File: src/rtl/conv_8x32_pkg.sv
// conv_8x32_pkg: shared types and default limits for the 8x32 convolution sequencer
package conv_8x32_pkg;
  localparam int IDX_W = 8;
  localparam int MAX_SIG_LEN_DEF = 32;
  localparam int MAX_KER_LEN_DEF = 8;
  typedef enum logic [1:0] {IDLE, RUN, DONE} state_t;
  typedef struct packed {
    logic [IDX_W-1:0] x_addr;
    logic [IDX_W-1:0] h_addr;
    logic [IDX_W-1:0] y_addr;
    logic mac_en;
    logic acc_clr;
    logic acc_last;
  } tap_t;
endpackage

File: src/rtl/conv_8x32_loop_sequencer_if.sv
// conv_8x32_loop_sequencer_if: host control and tap bus between host, sequencer and MAC datapath
interface conv_8x32_loop_sequencer_if #(parameter int IDX_WIDTH = conv_8x32_pkg::IDX_W);
  logic start_in;
  logic [IDX_WIDTH-1:0] sig_len_in;
  logic [IDX_WIDTH-1:0] ker_len_in;
  logic adv_in;
  logic busy_out;
  logic done_out;
  logic cfg_err_out;
  logic [IDX_WIDTH-1:0] x_addr_out;
  logic [IDX_WIDTH-1:0] h_addr_out;
  logic [IDX_WIDTH-1:0] y_addr_out;
  logic mac_en_out;
  logic acc_clr_out;
  logic acc_last_out;
  modport master (
    output start_in, sig_len_in, ker_len_in, adv_in,
    input busy_out, done_out, cfg_err_out, x_addr_out, h_addr_out, y_addr_out,
          mac_en_out, acc_clr_out, acc_last_out
  );
  modport slave (
    input start_in, sig_len_in, ker_len_in, adv_in,
    output busy_out, done_out, cfg_err_out, x_addr_out, h_addr_out, y_addr_out,
           mac_en_out, acc_clr_out, acc_last_out
  );
endinterface

File: src/rtl/conv_8x32_comp_less_or_eq.sv
// conv_8x32_comp_less_or_eq: unsigned a <= b comparator
module conv_8x32_comp_less_or_eq #(parameter int DATA_WIDTH = 8) (
  input logic [DATA_WIDTH-1:0] a,
  input logic [DATA_WIDTH-1:0] b,
  output logic le
);
  assign le = a <= b;
endmodule

File: src/rtl/conv_8x32_loop_sequencer.sv
// conv_8x32_loop_sequencer: walks every (n, k) tap of a full 1-D convolution and issues registered tap strobes
module conv_8x32_loop_sequencer
  import conv_8x32_pkg::*;
#(
  parameter int IDX_WIDTH = IDX_W,
  parameter int MAX_SIG_LEN = MAX_SIG_LEN_DEF,
  parameter int MAX_KER_LEN = MAX_KER_LEN_DEF
) (
  input logic clk,
  input logic rst_n,
  conv_8x32_loop_sequencer_if.slave bus
);
  typedef logic [IDX_WIDTH-1:0] idx_t;
  state_t state, state_d;
  idx_t n, k, sl, kl, n_d, k_d, sl_d, kl_d, diff;
  logic busy, done, err, done_d, err_d, tap_on, legal, k_inc, le_kn, le_x, mac;
  tap_t tap, tap_d;
  assign legal = bus.sig_len_in != '0 && bus.sig_len_in <= idx_t'(MAX_SIG_LEN) &&
                 bus.ker_len_in != '0 && bus.ker_len_in <= idx_t'(MAX_KER_LEN);
  conv_8x32_comp_less_or_eq #(.DATA_WIDTH(IDX_WIDTH)) u_kwrap (.a(k + idx_t'(1)), .b(kl - idx_t'(1)), .le(k_inc));
  conv_8x32_comp_less_or_eq #(.DATA_WIDTH(IDX_WIDTH)) u_kn (.a(k_d), .b(n_d), .le(le_kn));
  conv_8x32_comp_less_or_eq #(.DATA_WIDTH(IDX_WIDTH)) u_x (.a(diff), .b(sl_d - idx_t'(1)), .le(le_x));
  // n-k is only formed once k <= n is known, so it never wraps
  assign diff = le_kn ? n_d - k_d : '0;
  assign mac = le_kn && le_x;
  always_comb begin
    state_d = state;
    n_d = n;
    k_d = k;
    sl_d = sl;
    kl_d = kl;
    err_d = err;
    done_d = 1'b0;
    tap_on = 1'b0;
    case (state)
      IDLE: if (bus.start_in) begin
        err_d = !legal;
        if (legal) begin
          state_d = RUN;
          sl_d = bus.sig_len_in;
          kl_d = bus.ker_len_in;
          n_d = '0;
          k_d = '0;
          tap_on = 1'b1;
        end
      end
      RUN: begin
        tap_on = 1'b1;
        if (bus.adv_in) begin
          if (k_inc) k_d = k + idx_t'(1);
          else if (n == sl + kl - idx_t'(2)) begin
            state_d = DONE;
            done_d = 1'b1;
            tap_on = 1'b0;
          end else begin
            n_d = n + idx_t'(1);
            k_d = '0;
          end
        end
      end
      default: state_d = IDLE;
    endcase
  end
  always_comb begin
    tap_d = '0;
    if (tap_on) tap_d = '{x_addr: mac ? diff : '0, h_addr: k_d, y_addr: n_d, mac_en: mac,
                          acc_clr: k_d == '0, acc_last: k_d == kl_d - idx_t'(1)};
  end
  always_ff @(posedge clk or negedge rst_n)
    if (!rst_n) begin
      state <= IDLE;
      n <= '0;
      k <= '0;
      sl <= '0;
      kl <= '0;
      tap <= '0;
      busy <= 1'b0;
      done <= 1'b0;
      err <= 1'b0;
    end else begin
      state <= state_d;
      n <= n_d;
      k <= k_d;
      sl <= sl_d;
      kl <= kl_d;
      tap <= tap_d;
      busy <= state_d == RUN;
      done <= done_d;
      err <= err_d;
    end
  assign bus.busy_out = busy;
  assign bus.done_out = done;
  assign bus.cfg_err_out = err;
  assign bus.x_addr_out = tap.x_addr;
  assign bus.h_addr_out = tap.h_addr;
  assign bus.y_addr_out = tap.y_addr;
  assign bus.mac_en_out = tap.mac_en;
  assign bus.acc_clr_out = tap.acc_clr;
  assign bus.acc_last_out = tap.acc_last;
endmodule

File: src/flat_wrapper.sv
// flat-port wrapper written by rule: the top's interface ports become plain ports
module conv_8x32_loop_sequencer_flat import conv_8x32_pkg::*;
#(
  parameter int IDX_WIDTH = IDX_W,
  parameter int MAX_SIG_LEN = MAX_SIG_LEN_DEF,
  parameter int MAX_KER_LEN = MAX_KER_LEN_DEF
)
  (clk, rst_n, bus_start_in, bus_sig_len_in, bus_ker_len_in, bus_adv_in, bus_busy_out, bus_done_out, bus_cfg_err_out, bus_x_addr_out, bus_h_addr_out, bus_y_addr_out, bus_mac_en_out, bus_acc_clr_out, bus_acc_last_out);
  conv_8x32_loop_sequencer_if #(.IDX_WIDTH(IDX_WIDTH)) bus_i ();
  input logic clk;
  input logic rst_n;
  input wire logic [$bits(bus_i.start_in)-1:0] bus_start_in;
  input wire logic [$bits(bus_i.sig_len_in)-1:0] bus_sig_len_in;
  input wire logic [$bits(bus_i.ker_len_in)-1:0] bus_ker_len_in;
  input wire logic [$bits(bus_i.adv_in)-1:0] bus_adv_in;
  output wire logic [$bits(bus_i.busy_out)-1:0] bus_busy_out;
  output wire logic [$bits(bus_i.done_out)-1:0] bus_done_out;
  output wire logic [$bits(bus_i.cfg_err_out)-1:0] bus_cfg_err_out;
  output wire logic [$bits(bus_i.x_addr_out)-1:0] bus_x_addr_out;
  output wire logic [$bits(bus_i.h_addr_out)-1:0] bus_h_addr_out;
  output wire logic [$bits(bus_i.y_addr_out)-1:0] bus_y_addr_out;
  output wire logic [$bits(bus_i.mac_en_out)-1:0] bus_mac_en_out;
  output wire logic [$bits(bus_i.acc_clr_out)-1:0] bus_acc_clr_out;
  output wire logic [$bits(bus_i.acc_last_out)-1:0] bus_acc_last_out;
  assign bus_i.start_in = bus_start_in;
  assign bus_i.sig_len_in = bus_sig_len_in;
  assign bus_i.ker_len_in = bus_ker_len_in;
  assign bus_i.adv_in = bus_adv_in;
  assign bus_busy_out = bus_i.busy_out;
  assign bus_done_out = bus_i.done_out;
  assign bus_cfg_err_out = bus_i.cfg_err_out;
  assign bus_x_addr_out = bus_i.x_addr_out;
  assign bus_h_addr_out = bus_i.h_addr_out;
  assign bus_y_addr_out = bus_i.y_addr_out;
  assign bus_mac_en_out = bus_i.mac_en_out;
  assign bus_acc_clr_out = bus_i.acc_clr_out;
  assign bus_acc_last_out = bus_i.acc_last_out;
  conv_8x32_loop_sequencer #(.IDX_WIDTH(IDX_WIDTH), .MAX_SIG_LEN(MAX_SIG_LEN), .MAX_KER_LEN(MAX_KER_LEN)) u_core (.clk(clk), .rst_n(rst_n), .bus(bus_i));
endmodule
File: config.mk
export PLATFORM = sky130hd
export DESIGN_NAME = conv_8x32_loop_sequencer_flat
export DESIGN_NICKNAME = d
export VERILOG_FILES = /design/src/rtl/conv_8x32_pkg.sv /design/src/rtl/conv_8x32_loop_sequencer_if.sv /design/src/rtl/conv_8x32_comp_less_or_eq.sv /design/src/rtl/conv_8x32_loop_sequencer.sv /design/src/flat_wrapper.sv
export SDC_FILE = /design/constraint.sdc
export NUM_CORES = 1
export LEC_CHECK = 0
export BUFFER_PORTS_ARGS = -buffer_cell sky130_fd_sc_hd__buf_2
export CORE_MARGIN = 2
export CORE_UTILIZATION = 55
export DETAILED_ROUTE_END_ITERATION = 12
export PLACE_DENSITY_LB_ADDON = 0.05
export SLEW_MARGIN = 15
export SYNTH_ARGS = -nofsm -noshare
export SYNTH_HDL_FRONTEND = slang
export SYNTH_SLANG_ARGS = --single-unit
File: constraint.sdc
create_clock -name clk -period 17.76 [get_ports clk]
set_input_delay 3.552 -clock clk [delete_from_list [all_inputs] [get_ports clk]]
set_output_delay 3.552 -clock clk [all_outputs]
set_load 0.01 [all_outputs]
==> metrics, run 1 <==
status complete, no violations; worst hold slack 0.514 ns; Die W 93.1 um; final setup fails 0; Post-Route Skew 0.00401 ns; clk_lat worst skew 0.35 ns; RSZ-0062 raised after global routing false; synthesized area per cell 9.34 um2; gpl congestion 0.893; Via-to-Cell Ratio 5.56; critical path required time 18.03 ns; area of the die 8660 um2; Port Buffer Count 49; via count 3,483; commonest non-fill, non-tap cell in the layout dfrtp_1; max incr delay on CP 0.51 ns; Worst Setup Start Kind input pin; Main synth FF type dfrtp_1; final setup TNS 0 ns; global route overflow 0; starting density of the core 0.567; pin count of the biggest net entering global routing 65; post_cts resized 0; H-tree lvl count 3; Static Leak 0.00262 uW; CTS sink cnt 64; clock period minus worst slack 9.09 ns; n_diodes 0; Slowest-stage cell, CP or4_1; Critical Path Fanout Max 8; number of post-CTS setup repair buffers 0; hold crit path type reg -> reg; # DRC 0; fin crit share 0.512; initial antenna violation count 0; Cells after Synth 467; Syn. warnings 0; most used cell, CP a21oi_1; post-synthesis sequential area ratio 0.367; final wirelength 10,400 um; Root Driver clkbuf_8; asr flop ratio synth 1.00; number of synthesized flops with an enable pin 0; DRT iter0 DRCs 242; vias in the first global route 3,604; detailed placement HPWL 7960 um; Final Max Tran Viols 0; CTS tree done; Routed Antenna Nets 0; Worst path top cell family by delay compound AO/OA/AOI/OAI gates; post-route setup slack 8.67 ns; critical path arrival 9.35 ns; Die H 93.1 um; first-pass iteration count of the detailed router 4; Max-Cap Viols 0; Slew headroom 0.451; pwr dens 104 nW/um2; WP buf/inv 2; Max Clk Rate 0.110 GHz; Netlist Area Pre-Place 4360 um2; area delta synth->final 13.1%; worst slew pin tran 0.823 ns; core area 7690 um2; Non-Filler Instances 627; clk slew on worst S/H paths 0.08 ns; Hold-fix buffers, CTS 0; VDD IR-drop max 65.7 uV; Yosys reg bits 64; layout cells sized above 1 0.173; total global routing track utilization 0.260; io pins 50; Num CTS Buffers 9; commonest non-fill, non-tap cells in the layout dfrtp_1 (64), inv_1 (49), buf_2 (49); hold violation total from the final report 0; total power 511 uW; WS Path Type in -> reg; placed cell count 611; Distinct cells, synth 62; syn_nets 531; final net count 584; Setup Slack @ Placement 8.44 ns; Crit. End Element flip-flop; # rows 32; WL per Instance 16.6 um; first-pass GRT wire length 17,300 um; CTS max path bufs 2
## sequential cells by signal, indices dropped and copies added, names as in the netlist
register and cells:
u_core.bus.h_addr_out 8, u_core.bus.y_addr_out 8, u_core.bus.x_addr_out 8, u_core.k 8, u_core.bus.acc_last_out 1, u_core.kl 8, u_core.n 8, u_core.state 2
u_core.bus.done_out 1, u_core.bus.cfg_err_out 1, u_core.bus.mac_en_out 1, u_core.sl 8, u_core.bus.busy_out 1, u_core.bus.acc_clr_out 1
## cells by family (layout without fill, tap and decap cells)
family | after synthesis | count (layout) | share of synthesized area
AND/OR/NAND/NOR | 161 | 161 | 0.196
AO/OA/AOI/OAI | 70 | 70 | 0.113
flip-flops | 64 | 64 | 0.367
buffers and inverters | 64 | 122 | 0.0588
XOR/XNOR | 50 | 50 | 0.100
adder cells (fa/ha/maj) | 44 | 44 | 0.130
multiplexers | 14 | 14 | 0.0353
## power breakdown
part	switching (uW)	internal, uW
combinational	117	82.7
sequential	11.8	155
clock	63.3	80.4
total	192	318
## cell usage after synthesis (all sizes together) (9+ instances only)
cell    n  area, um2
inv    52        195
o21ai  14       73.8
xor2   12        105
nor2   36        138
xnor2  38        333
dfrtp  64       1600
and3    9       56.3
nand2  34        128
nand3  18        100
ha     42        526
a21oi  22        136
nor3   12       70.1
nand4  11       68.8
mux2i  13        143
## final timing paths
check                      slack, ns                                  to                                from  depth (start not counted)
max                             8.67  u_core.bus.x_addr_out[2]$_DFF_PN0_                   bus_sig_len_in[0]                         27
min reg2reg                     0.51  u_core.bus.cfg_err_out$_DFFE_PN0P_  u_core.bus.cfg_err_out$_DFFE_PN0P_                          2
max reg2reg                    10.41  u_core.bus.x_addr_out[2]$_DFF_PN0_              u_core.kl[5]$_DFF_PN0_                         30
min in group asynchronous       3.37  u_core.bus.h_addr_out[3]$_DFF_PN0_                               rst_n                          2
max in group asynchronous      13.84              u_core.sl[0]$_DFF_PN0_                               rst_n                          2
min                             0.51  u_core.bus.cfg_err_out$_DFFE_PN0P_  u_core.bus.cfg_err_out$_DFFE_PN0P_                          2
## worst register-to-register path: cells and delay by family, from the launching register on
kind | cells | cell delay [ns]
xor gates and xnor gates | 1 | 0.21
adders and majority gates | 4 | 1.36
DFF | 1 | 0.42
and+or+nand+nor | 11 | 2.47
AOI/OAI and AO/OA | 13 | 2.72
buffers and inverters | 1 | 0.06
## layout make-up
type | instances | area, um2
multi-input cells | 339 | 2500
fillers | 662 | 2750
repair buffers | 53 | 275
clock buffers | 9 | 124
inverters | 53 | 199
clock inverters | 7 | 104
well taps | 102 | 128
flip-flops and latches | 64 | 1600
## stage by stage
step / util / area [um2]
2_1_floorplan: - / 4360
3_3_place_gp: 0.612 / 4710
3_5_place_dp: 0.612 / 4710
4_1_cts: 0.642 / 4930
5_1_grt: 0.642 / 4930
6_report: 0.642 / 4930
## layer usage
| layer | vias to the layer above | wire length [um] | GRT usage |
|---|---|---|---|
| met2 | 79 | 5310 | 0.456 |
| met4 | 0 | 210 | 0.109 |
| li1 | 1717 | - | - |
| met1 | 1667 | 4460 | 0.321 |
| met5 | - | 0 | 0 |
| met3 | 20 | 403 | 0.0395 |
Power figures use the tool's default switching activity.
==> run 2: changes to the inputs <==
==> constraint.sdc (replaced) <==
create_clock -name clk -period 8.4 [get_ports clk]
set_input_delay 1.68 -clock clk [delete_from_list [all_inputs] [get_ports clk]]
set_output_delay 1.68 -clock clk [all_outputs]
set_load 0.01 [all_outputs]
==> run 2 against run 1 <==
Critical path type is now reg -> reg. Sequential cell count stayed put. Critical path depth is 3 higher. First-iteration DRC count is 22% lower. Die area stayed put. Clock skew is 0.0047 ns higher. Cell count is 0.16% higher.
==> metrics, run 2 (synthesis results as in run 1) <==
status complete, no violations (unchanged); WL per Instance 16.8 um (was 16.6 um); Slowest-stage cell, CP o32ai_1 (was or4_1); critical path required time 8.66 ns (was 18.03 ns); worst slew pin tran 0.849 ns (was 0.823 ns); worst r2r src u_core.kl[5]$_DFF_PN0_ (unchanged); Critical Path Fanout Max 8 (unchanged); vias in the first global route 3,560 (was 3,604); Reg2Reg Setup Slack 1.16 ns (was 10.41 ns); DRT iter0 DRCs 189 (was 242); final net count 585 (was 584); Via-to-Cell Ratio 5.57 (was 5.56); # DRC 0 (unchanged); core area 7690 um2 (unchanged); total global routing track utilization 0.268 (was 0.260); H-tree lvl count 3 (unchanged); area delta synth->final 12.8% (was 13.1%); Hold-fix buffers, CTS 0 (unchanged); Non-Filler Instances 628 (was 627); Static Leak 0.00261 uW (was 0.00262 uW); commonest non-fill, non-tap cells in the layout dfrtp_1 (64), inv_1 (49), buf_2 (49) (unchanged); final setup TNS 0 ns (unchanged); global route overflow 0 (unchanged); RSZ-0062 raised after global routing false (unchanged); via count 3,498 (was 3,483); hold violation total from the final report 0 (unchanged); gpl congestion 0.879 (was 0.893); worst r2r dst u_core.bus.x_addr_out[7]$_DFF_PN0_ (was u_core.bus.x_addr_out[2]$_DFF_PN0_); initial antenna violation count 0 (unchanged); layout cells sized above 1 0.175 (was 0.173); CTS max path bufs 2 (unchanged); n_diodes 0 (unchanged); Final Max Tran Viols 0 (unchanged); VDD IR-drop max 201 uV (was 65.7 uV); pin count of the biggest net entering global routing 65 (unchanged); Max-Cap Viols 0 (unchanged); # rows 32 (unchanged); placed cell count 612 (was 611); Num CTS Buffers 9 (unchanged); Max Clk Rate 0.138 GHz; Port Buffer Count 49 (unchanged); WS Path Type reg -> reg (was in -> reg); final setup fails 0 (unchanged); io pins 50 (unchanged); Die W 93.1 um (unchanged); area of the die 8660 um2 (unchanged); CTS sink cnt 64 (unchanged); Root Driver clkbuf_8 (unchanged); first-pass GRT wire length 17,400 um (was 17,300 um); Hold Crit Endpoint u_core.bus.cfg_err_out$_DFFE_PN0P_ (unchanged); Slew headroom 0.434 (was 0.451); Reg2Reg Depth 30 (unchanged); starting density of the core 0.567 (unchanged); clock period minus worst slack 7.24 ns; Die H 93.1 um (unchanged); Worst path top cell family by delay compound AO/OA/AOI/OAI gates (unchanged); Routed Antenna Nets 0 (unchanged); commonest non-fill, non-tap cell in the layout dfrtp_1 (unchanged); clk_lat worst skew 0.35 ns (about the same); first-pass iteration count of the detailed router 4 (unchanged); hold path start u_core.bus.cfg_err_out$_DFFE_PN0P_ (unchanged); pwr dens 213 nW/um2 (was 104 nW/um2); WP buf/inv 1 (was 2); number of post-CTS setup repair buffers 0 (unchanged); final wirelength 10,600 um (was 10,400 um); Post-Route Skew 0.00871 ns (was 0.00401 ns); max incr delay on CP 0.76 ns (was 0.51 ns); fin crit share 0.862; hold crit path type reg -> reg (unchanged); Worst Setup Start Kind flip-flop (was input pin); detailed placement HPWL 7990 um (was 7960 um); critical path arrival 7.50 ns (was 9.35 ns); Crit. End Element flip-flop (unchanged); post_cts resized 0 (unchanged); hold depth 2 (unchanged); CTS tree done (unchanged); most used cell, CP a21oi_1 (unchanged); clk slew on worst S/H paths 0.07 ns (was 0.08 ns)
## run 2: through the flow
| step | cell area (um2) | utilization | hold slack, ns | power [uW] | worst slack (ns) |
|---|---|---|---|---|---|
| finish | 4920 | 0.640 | 0.500 | 1050 | 1.16 |
| global route | 4920 | 0.640 | 0.580 | 1130 | 0.343 |
| CTS | 4920 | 0.640 | 0.506 | 1050 | 1.20 |
| detailed placement | 4710 | 0.613 | 0.490 | 773 | 0.967 |
| global placement | 4710 | 0.613 | 0.476 | 762 | 1.19 |
| floorplan | 4360 | - | 0.486 | 668 | 1.82 |
## run 2: worst max-delay path by stage
stage | startpoint | end | slack [ns] | cells after the start
3_5_place_dp | bus_sig_len_in[0] | u_core.bus.x_addr_out[2]$_DFF_PN0_ | 0.97 | 27
6_report | u_core.kl[5]$_DFF_PN0_ | u_core.bus.x_addr_out[7]$_DFF_PN0_ | 1.16 | 30
3_3_place_gp | bus_sig_len_in[0] | u_core.bus.x_addr_out[7]$_DFF_PN0_ | 1.19 | 27
5_1_grt | u_core.kl[4]$_DFF_PN0_ | u_core.bus.x_addr_out[7]$_DFF_PN0_ | 0.34 | 30
2_1_floorplan | bus_sig_len_in[1] | u_core.bus.x_addr_out[2]$_DFF_PN0_ | 1.82 | 26
4_1_cts | u_core.kl[5]$_DFF_PN0_ | u_core.bus.x_addr_out[7]$_DFF_PN0_ | 1.20 | 30
## run 2: worst register-to-register path: cells and delay by family, from the launching register on
kind | cells | cell delay (ns)
AO/OA/AOI/OAI | 13 | 2.71
AND/OR/NAND/NOR | 11 | 2.41
adder cells (fa/ha/maj) | 4 | 1.36
flip-flops | 1 | 0.41
XOR/XNOR | 1 | 0.22
buffers and inverters | 1 | 0.06
## run 2: power by group
part / leakage [uW] / internal (uW) / switching (uW)
clock network: 0.0000989 / 146 / 131
registers: 0.000861 / 328 / 26.0
logic: 0.00165 / 174 / 243
## run 2: area by class of cell
| cell class | instances | area [um2] |
|---|---|---|
| fillers | 653 | 2770 |
| multi-input cells | 339 | 2500 |
| flip-flops and latches | 64 | 1600 |
| repair buffers | 54 | 283 |
| inverters | 53 | 199 |
| clock buffers | 10 | 138 |
| well taps | 102 | 128 |
| clock inverters | 6 | 67.6 |
## run 2: per-layer routing
layer  GRT usage  routed length, um  vias to the layer above  share of wire
met3      0.0508                439                       19          0.042
met5           0                  0                        -              0
met1       0.336               4570                     1680           0.43
met4       0.107                205                        0          0.019
li1            -                  -                     1717              -
met2       0.457               5350                       82           0.51
==> run 3: changes to the inputs <==
--- a/config.mk
+++ b/config.mk
@@ -9,8 +9,10 @@
 export CORE_MARGIN = 2
 export CORE_UTILIZATION = 55
 export DETAILED_ROUTE_END_ITERATION = 12
-export PLACE_DENSITY_LB_ADDON = 0.05
+export HOLD_SLACK_MARGIN = 0.15
+export PLACE_DENSITY = 0.75
 export SLEW_MARGIN = 15
 export SYNTH_ARGS = -nofsm -noshare
 export SYNTH_HDL_FRONTEND = slang
+export SYNTH_HIERARCHICAL = 1
 export SYNTH_SLANG_ARGS = --single-unit
==> run 3 against run 2 <==
Largest cell class unchanged. Setup slack improved by 0.41 ns. Via count grew 18%. Non-clock buffer count is 3 lower. Cell count rose by 11%. Critical path type unchanged. Wire length rose by 13%.
==> metrics, run 3 <==
design area 5310 um2 (was 4920 um2); initial antenna violation count 0 (unchanged); clk_lat worst skew 0.35 ns (about the same); Slew headroom 0.408 (was 0.434); first-pass iteration count of the detailed router 5 (was 4); Syn. warnings 6 (was 0); Critical Path Fanout Max 10 (was 8); synthesized area per cell 8.87 um2 (was 9.34 um2); CTS max path bufs 2 (unchanged); Num CTS Buffers 9 (unchanged); Hold-fix buffers, CTS 0 (unchanged); gpl congestion 0.921 (was 0.879); final setup TNS 0 ns (unchanged); fin crit share 0.813 (was 0.862); io pins 50 (unchanged); critical path required time 8.66 ns (about the same); placed cell count 681 (was 612); Crit. End Element flip-flop (unchanged); final setup fails 0 (unchanged); WP buf/inv 4 (was 1); post-synthesis sequential area ratio 0.336 (was 0.367); vias in the first global route 4,123 (was 3,560); via count 4,122 (was 3,498); Post-Route Skew 0.00688 ns (was 0.00871 ns); Synth top area share 0.336 (was 0.367); final net count 659 (was 585); CTS tree done (unchanged); clk slew on worst S/H paths 0.07 ns (about the same); synth cell count leaders inv_1 (77), dfrtp_1 (64), ha_1 (50) (was dfrtp_1 (64), inv_1 (49), ha_1 (42)); Max Clk Rate 0.146 GHz (was 0.138 GHz); P_int 866 uW (was 649 uW); pwr dens 285 nW/um2 (was 213 nW/um2); post_cts resized 0 (unchanged); n_diodes 0 (unchanged); hold crit path type reg -> reg (unchanged); Root Driver clkbuf_8 (unchanged); Worst Setup Start Kind flip-flop (unchanged); clock period minus worst slack 6.83 ns (was 7.24 ns); area delta synth->final 11.5% (was 12.8%); starting density of the core 0.574 (was 0.567); WS Path Type reg -> reg (unchanged); Die W 97.1 um (was 93.1 um); Setup Slack @ Placement 1.58 ns (was 0.967 ns); number of synthesized flops with an enable pin 0 (unchanged); Port Buffer Count 49 (unchanged); Cells after Synth 537 (was 467); Yosys top cell by area dfrtp_1 (unchanged); syn_nets 609 (was 531); global route overflow 0 (unchanged); top cells by area, synth dfrtp_1 (34%), ha_1 (13%), inv_1 (6.1%) (was dfrtp_1 (37%), ha_1 (12%), xnor2_1 (7.6%)); area of the die 9420 um2 (was 8660 um2); detailed placement HPWL 9050 um (was 7990 um); total global routing track utilization 0.265 (was 0.268); Die H 97.1 um (was 93.1 um); Worst path top cell family by delay compound AO/OA/AOI/OAI gates (unchanged); Logic pwr share 0.531 (was 0.398); Routed Antenna Nets 0 (unchanged); Netlist Area Pre-Place 4760 um2 (was 4360 um2); status complete, no violations (unchanged); WL per Instance 17.1 um (was 16.8 um); CTS sink cnt 64 (unchanged); asr flop ratio synth 1.00 (unchanged); max incr delay on CP 0.73 ns (was 0.76 ns); Sw Share 0.428 (was 0.381); Slowest-stage cell, CP xnor2_1 (was o32ai_1); Final Max Tran Viols 0 (unchanged); first-pass GRT wire length 20,000 um (was 17,400 um); layout cells sized above 1 0.167 (was 0.175); Placed Area 5100 um2 (was 4710 um2); VDD IR-drop max 262 uV (was 201 uV); Via-to-Cell Ratio 5.91 (was 5.57); core area 8300 um2 (was 7690 um2); Yosys reg bits 64 (unchanged); worst slew pin tran 0.882 ns (was 0.849 ns); number of post-CTS setup repair buffers 0 (unchanged); NetSw 649 uW (was 400 uW); # rows 33 (was 32); Clk pwr share 0.191 (was 0.264); RSZ-0062 raised after global routing false (unchanged); Seq pwr share 0.279 (was 0.338); Non-Filler Instances 697 (was 628); # DRC 0 (unchanged); DRT iter0 DRCs 221 (was 189); Distinct cells, synth 69 (was 62); Max-Cap Viols 0 (unchanged); post-route setup slack 1.57 ns (was 1.16 ns); Main synth FF type dfrtp_1 (unchanged); cell with the most instances after synthesis inv_1 (was dfrtp_1); pin count of the biggest net entering global routing 65 (unchanged); commonest non-fill, non-tap cell in the layout inv_1 (was dfrtp_1); final wirelength 11,900 um (was 10,600 um); critical path arrival 7.09 ns (was 7.50 ns); commonest non-fill, non-tap cells in the layout inv_1 (77), dfrtp_1 (64), ha_1 (50) (was dfrtp_1 (64), inv_1 (49), buf_2 (49)); H-tree lvl count 3 (unchanged); hold violation total from the final report 0 (unchanged); Static Leak 0.00276 uW (was 0.00261 uW)
==> run 3: cell types whose count changed after synthesis, sizes merged, moves of 4 or more <==
cell,before,now
xnor2,38,29
nand3,18,10
mux2i,13,3
nor2b,5,13
xor2,12,16
o21ai,14,19
a21oi,22,35
inv,52,81
ha,42,50
==> run 3: cell families (layout without fill, tap and decap cells) <==
group,count (synthesis),in the layout,share of synthesized area
adder cells (fa/ha/maj),52,52,0.140
multiplexers,4,4,0.00867
AO/OA/AOI/OAI,101,101,0.145
buffers and inverters,93,148,0.0754
XOR/XNOR,45,45,0.0843
flip-flops,64,64,0.336
AND/OR/NAND/NOR,178,178,0.211
==> run 3: routing by layer <==
layer,wire length (um),global-route usage,part of all wire,vias up
li1,-,-,-,1949
met1,4970,0.328,0.42,2014
met2,6000,0.458,0.50,132
met3,683,0.0475,0.057,27
met4,267,0.106,0.022,0
met5,0,0,0,-
==> run 3: layout make-up <==
| type | instances | area [um2] |
|---|---|---|
| Timing Repair Buffer | 51 | 260 |
| Multi-Input combinational cell | 380 | 2800 |
| Sequential cell | 64 | 1600 |
| Fill cell | 719 | 2990 |
| Clock buffer | 10 | 128 |
| Tap cell | 105 | 131 |
| Inverter | 81 | 304 |
| Clock inverter | 6 | 83.8 |
==> run 3: power by group through the flow <==
stage | combinational, uW | sequential (uW) | clock [uW]
floorplan | 555 | 432 | 0
global placement | 750 | 425 | 0
detailed placement | 793 | 426 | 0
CTS | 802 | 421 | 293
global route | 911 | 426 | 306
finish | 804 | 422 | 289
==> run 3: through the flow <==
stage / power, uW / hold WS [ns] / util
after floorplan: 987 / 0.512 / -
after global placement: 1170 / 0.488 / 0.615
after detailed placement: 1220 / 0.497 / 0.615
after CTS: 1520 / 0.515 / 0.640
after global routing: 1640 / 0.574 / 0.640
final: 1510 / 0.512 / 0.640
==> run 3: final timing paths <==
check,start,slack [ns],cells after the start,endpoint
setup reg to reg,u_core/kl[1]$_DFF_PN0_,1.57,31,u_core/bus.x_addr_out[7]$_DFF_PN0_
hold reg to reg,u_core/bus.cfg_err_out$_DFFE_PN0P_,0.51,2,u_core/bus.cfg_err_out$_DFFE_PN0P_
max in group asynchronous,rst_n,6.37,2,u_core/bus.acc_last_out$_DFF_PN0_
min in group asynchronous,rst_n,1.49,2,u_core/bus.cfg_err_out$_DFFE_PN0P_
hold / removal,u_core/bus.cfg_err_out$_DFFE_PN0P_,0.51,2,u_core/bus.cfg_err_out$_DFFE_PN0P_
setup / recovery,u_core/kl[1]$_DFF_PN0_,1.57,31,u_core/bus.x_addr_out[7]$_DFF_PN0_
==> run 3: tightest hold or removal path: stages (launching register included) <==
cell and delay (ns):
dfrtp_1 0.35, nor2_1 0.05, nor2_1 0.07
